--- config.mk ---
export PLATFORM = sky130hd
export DESIGN_NAME = usb_tr_scheduler
export DESIGN_NICKNAME = d
export VERILOG_FILES = /design/src/rtl/usb_tr_scheduler.sv
export SDC_FILE = /design/constraint.sdc
export NUM_CORES = 1
export LEC_CHECK = 0
export CAP_MARGIN = 20
export CORE_ASPECT_RATIO = 0.75
export CORE_UTILIZATION = 60
export CTS_CLUSTER_SIZE = 24
export DETAILED_ROUTE_END_ITERATION = 8
export PLACE_DENSITY = 0.83
export SETUP_SLACK_MARGIN = 0.5
export SLEW_MARGIN = 20
export SYNTH_ARGS = -nofsm -noshare
export SYNTH_HDL_FRONTEND = slang
export SYNTH_SLANG_ARGS = --single-unit
--- constraint.sdc ---
create_clock -name clk -period 5.9 [get_ports clk]
set_input_delay 0.59 -clock clk [delete_from_list [all_inputs] [get_ports clk]]
set_output_delay 0.59 -clock clk [all_outputs]
set_load 0.005 [all_outputs]
--- src/rtl/usb_tr_scheduler.sv ---
`default_nettype none
// ============================================================================
// Module      : usb_tr_scheduler
// Description : Round-robin transaction scheduler for a 4-port USB hub
//               transceiver. It grants one downstream port at a time, follows
//               the transceiver through drive and response phases with a
//               response timeout, enforces an inter-transaction hold-off, and
//               generates polling ticks while the bus is idle.
// Ports       : clk                    - sole clock, rising edge
//               rst_n                  - asynchronous active-low reset
//               i_port_req[3:0]        - per-port packet pending
//               i_driving_req          - transceiver is driving the bus
//               i_serial_data_out_val  - transceiver is decoding response bits
//               o_grant[3:0]           - one-hot grant, zero when no owner
//               o_grant_id[1:0]        - index of last granted port
//               o_serial_data_in_avail - data-available to transceiver
//               o_polling_clock        - single-cycle polling tick
//               o_txn_done             - single-cycle response-received pulse
//               o_txn_timeout          - single-cycle abandoned pulse
//               o_busy                 - FSM not in IDLE
// Revision    : 1.0 - initial release
// ============================================================================
module usb_tr_scheduler #(
  parameter int POLL_PERIOD  = 1000,
  parameter int RESP_TIMEOUT = 64,
  parameter int HOLDOFF      = 2
) (
  input  logic       clk,
  input  logic       rst_n,
  input  logic [3:0] i_port_req,
  input  logic       i_driving_req,
  input  logic       i_serial_data_out_val,
  output logic [3:0] o_grant,
  output logic [1:0] o_grant_id,
  output logic       o_serial_data_in_avail,
  output logic       o_polling_clock,
  output logic       o_txn_done,
  output logic       o_txn_timeout,
  output logic       o_busy
);

  localparam logic [15:0] C_POLL_LAST = 16'(POLL_PERIOD - 1);
  localparam logic [7:0]  C_TO_LAST   = 8'(RESP_TIMEOUT - 1);
  localparam logic [7:0]  C_HOLD_LAST = 8'(HOLDOFF - 1);

  typedef enum logic [2:0] {
    S_IDLE  = 3'd0,
    S_GRANT = 3'd1,
    S_DRIVE = 3'd2,
    S_RESP  = 3'd3,
    S_GAP   = 3'd4
  } state_t;

  state_t      r_state;
  state_t      w_state_nxt;
  logic [7:0]  r_to_cnt;
  logic [15:0] r_poll_cnt;
  logic [1:0]  r_last_grant;

  logic        w_pick_vld;
  logic [1:0]  w_pick_id;
  logic [1:0]  w_cand;
  logic [1:0]  w_id_nxt;
  logic        w_owning_nxt;
  logic [3:0]  w_grant_nxt;
  logic        w_avail_nxt;
  logic        w_poll_nxt;
  logic        w_done_nxt;
  logic        w_timeout_nxt;

  // Round-robin pick: scan the four ports starting one past the last owner.
  always_comb begin
    w_pick_vld = 1'b0;
    w_pick_id  = r_last_grant;
    w_cand     = r_last_grant;
    for (int i = 1; i <= 4; i++) begin
      w_cand = r_last_grant + 2'(i);
      if (!w_pick_vld && i_port_req[w_cand]) begin
        w_pick_vld = 1'b1;
        w_pick_id  = w_cand;
      end
    end
  end

  // Next-state and pulse decode. In RESP the response check precedes the
  // timeout check so a coincident response reports done, never timeout.
  always_comb begin
    w_state_nxt   = r_state;
    w_done_nxt    = 1'b0;
    w_timeout_nxt = 1'b0;
    case (r_state)
      S_IDLE: begin
        if (w_pick_vld) begin
          w_state_nxt = S_GRANT;
        end
      end
      S_GRANT: begin
        if (i_driving_req) begin
          w_state_nxt = S_DRIVE;
        end else if (!i_port_req[o_grant_id]) begin
          w_state_nxt = S_GAP;
        end else if (r_to_cnt >= C_TO_LAST) begin
          w_state_nxt   = S_GAP;
          w_timeout_nxt = 1'b1;
        end
      end
      S_DRIVE: begin
        if (!i_driving_req) begin
          w_state_nxt = S_RESP;
        end
      end
      S_RESP: begin
        if (i_serial_data_out_val) begin
          w_state_nxt = S_GAP;
          w_done_nxt  = 1'b1;
        end else if (r_to_cnt >= C_TO_LAST) begin
          w_state_nxt   = S_GAP;
          w_timeout_nxt = 1'b1;
        end
      end
      S_GAP: begin
        if (r_to_cnt >= C_HOLD_LAST) begin
          w_state_nxt = S_IDLE;
        end
      end
      default: begin
        w_state_nxt = S_IDLE;
      end
    endcase
  end

  // Registered-output precompute, derived from the next state so outputs
  // line up with the state they describe.
  always_comb begin
    w_id_nxt     = (r_state == S_IDLE && w_pick_vld) ? w_pick_id : o_grant_id;
    w_owning_nxt = (w_state_nxt == S_GRANT) || (w_state_nxt == S_DRIVE) ||
                   (w_state_nxt == S_RESP);
    w_grant_nxt  = w_owning_nxt ? (4'b0001 << w_id_nxt) : 4'b0000;
    w_avail_nxt  = ((w_state_nxt == S_GRANT) || (w_state_nxt == S_DRIVE)) ?
                   i_port_req[w_id_nxt] : 1'b0;
    // A tick that lands while busy or while a request is pending is simply lost.
    w_poll_nxt   = (r_state == S_IDLE) && (i_port_req == 4'b0000) &&
                   (r_poll_cnt == C_POLL_LAST);
  end

  always_ff @(posedge clk or negedge rst_n) begin
    if (!rst_n) begin
      r_state <= S_IDLE;
    end else begin
      r_state <= w_state_nxt;
    end
  end

  always_ff @(posedge clk or negedge rst_n) begin
    if (!rst_n) begin
      r_to_cnt               <= 8'd0;
      r_poll_cnt             <= 16'd0;
      r_last_grant           <= 2'd3;
      o_grant                <= 4'b0000;
      o_grant_id             <= 2'd0;
      o_serial_data_in_avail <= 1'b0;
      o_polling_clock        <= 1'b0;
      o_txn_done             <= 1'b0;
      o_txn_timeout          <= 1'b0;
      o_busy                 <= 1'b0;
    end else begin
      // Phase timer restarts on every state change and sticks at all-ones.
      if (w_state_nxt != r_state) begin
        r_to_cnt <= 8'd0;
      end else if (r_to_cnt != 8'hFF) begin
        r_to_cnt <= r_to_cnt + 8'd1;
      end

      if (r_poll_cnt >= C_POLL_LAST) begin
        r_poll_cnt <= 16'd0;
      end else begin
        r_poll_cnt <= r_poll_cnt + 16'd1;
      end

      if (r_state == S_IDLE && w_state_nxt == S_GRANT) begin
        r_last_grant <= w_pick_id;
      end

      o_grant                <= w_grant_nxt;
      o_grant_id             <= w_id_nxt;
      o_serial_data_in_avail <= w_avail_nxt;
      o_polling_clock        <= w_poll_nxt;
      o_txn_done             <= w_done_nxt;
      o_txn_timeout          <= w_timeout_nxt;
      o_busy                 <= (w_state_nxt != S_IDLE);
    end
  end

endmodule
`default_nettype wire

## Word-level counts from Yosys, hierarchy flattened

Index checks and enable logic that the tools add are counted.

| operators by class | value |
|---|---|
| add/sub/neg operators | 5 |
| $lt $le $gt $ge | 9 |
| eq/ne operators | 10 |
| shifts and indexed selects | 1 |
| muxes and demuxes | 41 |
| reductions and logical operators | 16 |

Operator list:

| cell | count |
|---|---|
| $mux W3 | 7 |
| $lt A2 B3 Y1 const B | 6 |
| $mux W1 | 17 |
| $add A16 B1 Y16 const B | 1 |
| $eq A16 B10 Y1 const B | 1 |
| $ge A16 B10 Y1 const B | 1 |
| $mux W16 | 1 |
| $mux W8 | 2 |
| $pmux W3 S5 | 1 |
| $bmux W1 S2 | 6 |
| $eq A3 B2 Y1 const B | 4 |
| $mux W2 | 5 |
| $add A8 B1 Y8 const B | 1 |
| $ge A8 B1 Y1 const B | 1 |
| $ge A8 B6 Y1 const B | 1 |
| $ne A8 B8 Y1 const B | 1 |
| $logic_and A1 B1 Y1 | 7 |
| $eq A3 B1 Y1 const B | 2 |
| $add A2 B2 Y2 const B | 2 |
| $logic_not A4 Y1 | 1 |
| $mux W4 | 1 |
| $shl A1 B2 Y4 const A | 1 |
| $eq A3 B3 Y1 const B | 1 |
| $logic_not A1 Y1 | 3 |
| 7 further kinds | 8 |

| word-level totals | value |
|---|---|
| bits in registers | 40 |
| input bits | 8 |
| output and inout bits | 11 |

## Logic depth before layout (Yosys ltp)

| logic depth | value |
|---|---|
| depth in word-level cells | 19 |
| gate-level depth with buffers | 8 |
| mapped depth without buffers | 7 |

## Worst setup path after synthesis

OpenSTA, ideal clock, no wires.

| timing path | value |
|---|---|
| path type | register -> register |
| from | reg r_to_cnt[0] |
| to | reg r_to_cnt[4] |
| setup time | 0.087 ns |
| arrival time | 2.229 ns |
| setup slack | 3.585 ns |
| cell stages (with the launch flop) | 9 |
| path through | dfrtp_1 ha_1 and3_4 a311oi_2 a2111oi_1 o41a_1 or3_1 buf_6 a211oi_2 |

| on the way | value |
|---|---|
| word-level cells in the longest chain between the ends | 7 |
| elaborated cells between the ends (all ways) | 14 |
| classes of those cells | add/sub (1); order compare (2); eq/ne (2); mux (8); reduce/logical (1) |

RTL lines:

| item | RTL line | source |
|---|---|---|
| from (decl) | 56 | `logic [7:0] r_to_cnt;` |
| from (signal assigned) | 171 | `r_to_cnt <= r_to_cnt + 8'd1;` |
| $ge A8 B6 Y1 | 102, 116 |  |
| $mux W3 | 102, 116 |  |
| $mux W3 | 100 | `end else if (!i_port_req[o_grant_id]) begin` |
| $mux W3 | 98 | `if (i_driving_req) begin` |
| $pmux W3 S5 | 91 | `case (r_state)` |
| $ne A3 B3 Y1 | 168 | `if (w_state_nxt != r_state) begin` |
| $mux W8 or $reduce_bool A2 Y1 (tied branches) | -- |  |

Parallel ways exist; a longest one is shown, timed or not. The select of a mux whose other input is x is not followed.
A chain may end at the register's enable or synchronous reset.

## Worst setup path after layout

Ends and elaborated chain as after synthesis.

==> results.yml <==
run_status:
  outcome: "finished clean"
route:
  via_count: 1540
  routed_wirelength_microns: 4250
  drt_iter0_markers: 155
  dr.pass1.iters: 6
  detail_route.wl_per_cell_microns: 16.7
  ant_nets: 0
  drc: 0
  viasPerCell: 6.04
placement:
  hpwl_microns: 2830
  place_congestion: 0.895
  place_ws_ps: 3020
  portBuffers: 18
logic_synthesis:
  ys_ff_latch: 40
  netlist_instances: 192
  postSynthAreaPerCell_sq_um: 10.0
  seq_area_frac_synth_pct: 52.1
  ys_types: 44
  synth_flop_cell: "dfrtp_1"
  synth_edf_count: 0
  async_reset_ff_share_pct: 100
  syn-cell-area_sq_mm: 0.00193
  yosys_warnings: 0
power:
  power_leakage_nw: 0.983
  p_comb_share_pct: 35.1
  p_int_mw: 0.626
  ir_drop_v: 0.000243
  power_frac_seq_pct: 40.5
  p_per_area_mw_per_mm2: 428
  clkPwrFrac_pct: 24.4
  swShare_pct: 35.3
  p_sw_mw: 0.342
die:
  dieArea_sq_mm: 0.00344
  pin_count: 19
  die_y_microns: 51.1
  row_count: 17
  core_area_sq_mm: 0.00300
  start_util_pct: 64.2
  die_w_microns: 67.4
worst_hold_path:
  hold_path_class: "in -> async"
timing:
  finalHoldViolations: 0
  min_period_ps: 2750
  final.setup_skew_ps: 5.27
  slew_headroom_pct: 45.0
  setup_viol: 0
  setup_slack_ps: 3150
  drv_slew: 0
  fin_crit_sh_pct: 46.6
  fmax_mhz: 364
  finalSetupTns_ps: 0
  rsz0062_at_grt: "no"
  max_slew.worst_pin.slew_ps: 824
clock_tree:
  cts_setup_buffers: 0
  cts-root-buf: "clkbuf_8"
  cts.sinks: 40
  clock_path_buffers: 2
  htreeDepth: 2
  holdBufCountCts: 0
  cts_tree: "built"
  cts_resized: 0
  clk_pin_slew_ps: 80
  clock_latency_ps: 290
  cts_buffers: 5
worst_setup_path:
  rr_startpoint: "r_to_cnt[0]"
  critical_path_required_ps: 6100
  end_kind: "register"
  crit_arrival_ps: 2950
  crit_path_start_kind: "register"
  critical_path_class: "reg -> reg"
  critPathLaunch: "r_to_cnt[0]"
  crit_fanout: 8
final_layout:
  final_nets: 228
  areaGrowthSynthToFinish_pct: 17.3
  diodes: 0
  drive_gt1_share_pct: 6.91
  utilization_pct: 75.3
global_route:
  grt.overflow.total: 0
  grt_pass1_vias: 1486
  grt_max_degree: 41
  track_usage_pct: 29.2
  grt_first_pass_wirelength_microns: 7090
  grt_antenna_before_repair: 0
run:
  cap_violations: 0
sequential cells by signal (all words and copies together), names as in the netlist:
name / flops
o_busy: 1
o_grant: 4
o_grant_id: 2
o_polling_clock: 1
o_serial_data_in_avail: 1
o_txn_done: 1
o_txn_timeout: 1
r_last_grant: 2
r_poll_cnt: 16
r_state: 3
r_to_cnt: 8
kinds of logic after synthesis:
logic type               after synthesis  share of synthesized area, %
adder cells (fa/ha/maj)                4                          2.60
multiplexers                           3                          2.21
other                                  1                         0.195
AO/OA/AOI/OAI                         30                          11.3
XOR/XNOR                              10                          4.55
flip-flops                            40                          52.1
buffers and inverters                 15                          3.31
AND/OR/NAND/NOR                       89                          23.7
worst max-delay path: stages, from the launching register on:
cell and delay (ps):
dfrtp_1 440, ha_1 280, and3_4 220, a311oi_2 460
a2111oi_1 170, o41a_1 420, or3_1 470, a211oi_2 200
layout make-up:
class | count | area (sq um)
sequential | 40 | 1000
tap | 38 | 47.5
clock buffer | 6 | 82.6
clock inverter | 2 | 38.8
multi-input combinational | 142 | 877
timing repair buffer | 18 | 175
inverter | 9 | 33.8
fill | 201 | 741
synth_stat cells (2+ instances only):
master	number	share of area (%)
o21ai_0	6	1.6
a31oi_1	2	0.65
and3_1	5	1.6
nor4b_1	4	1.8
nand3b_1	2	0.78
a22oi_1	2	0.78
ha_1	4	2.6
clkbuf_1	5	0.97
nand2b_1	2	0.65
nor2b_1	2	0.65
o21a_1	2	0.78
nand2_1	11	2.1
and2_1	2	0.65
nand3_1	14	3.6
nor2_1	28	5.5
dfrtp_1	38	49
a21oi_1	6	1.6
o21bai_1	2	0.78
nor4_1	3	0.97
inv_1	9	1.8
xnor2_1	4	1.8
dfstp_2	2	2.7
nor3_1	8	2.1
nand4_1	3	0.97
xor2_1	6	2.7
mux2i_1	2	1.0
metal layers:
layer | vias up | share of wire [%] | global-route usage (%) | wire length [microns]
li1 | 718 | - | - | -
met1 | 727 | 44 | 38.7 | 1880
met2 | 85 | 47 | 45.5 | 2010
met3 | 10 | 7.2 | 9.38 | 306
met4 | 0 | 1.4 | 9.22 | 58
met5 | - | 0 | 0 | 0
layout by cell type, fill, tap and decap left out, types with 2 or more instances in the layout:
master           netlist  final
and3_1                 5      5
ha_1                   4      4
clkbuf_8               0      6
nand4_1                3      3
inv_1                  9      9
a31oi_1                2      2
nand3b_1               2      2
nand3_1               14     14
o21bai_1               2      2
dfstp_2                2      2
mux2i_1                2      2
nand2b_1               2      2
nor2_1                28     28
a21oi_1                6      6
o21ai_0                6      6
nor4_1                 3      3
a22oi_1                2      2
xnor2_1                4      4
conb_1                 1      6
and2_1                 2      2
nor2b_1                2      2
dfrtp_1               38     38
nand2_1               11     11
clkdlybuf4s50_1        0     17
nor3_1                 8      8
nor4b_1                4      4
xor2_1                 6      6
o21a_1                 2      2
final timing paths:
check	end	slack [ps]	depth (start not counted)
setup / recovery	r_to_cnt[4]	3150	7
min in group clk	r_poll_cnt[0]	490	1
hold / removal	o_grant[3]	390	1
max in group asynchronous	r_to_cnt[5]	4990	1
hold reg to reg	r_poll_cnt[0]	490	1
setup reg to reg	r_to_cnt[4]	3150	7
through the flow:
stage	power [mW]	instances	hold WS, ps	instance area [sq um]
global route	1.03	255	472	2260
CTS	0.960	255	435	2260
detailed placement	0.724	247	493	2140
floorplan	0.615	197	294	1940
finish	0.968	255	389	2260
global placement	0.706	247	445	2140
power by group through the flow:
stage | clock network, mW | registers (mW) | logic, mW
after floorplan | 0 | 0.358 | 0.257
after global placement | 0 | 0.387 | 0.319
after detailed placement | 0 | 0.392 | 0.332
after CTS | 0.235 | 0.389 | 0.337
after global routing | 0.252 | 0.400 | 0.377
final | 0.236 | 0.392 | 0.340
No activity file was read; power rests on OpenSTA's default activity.
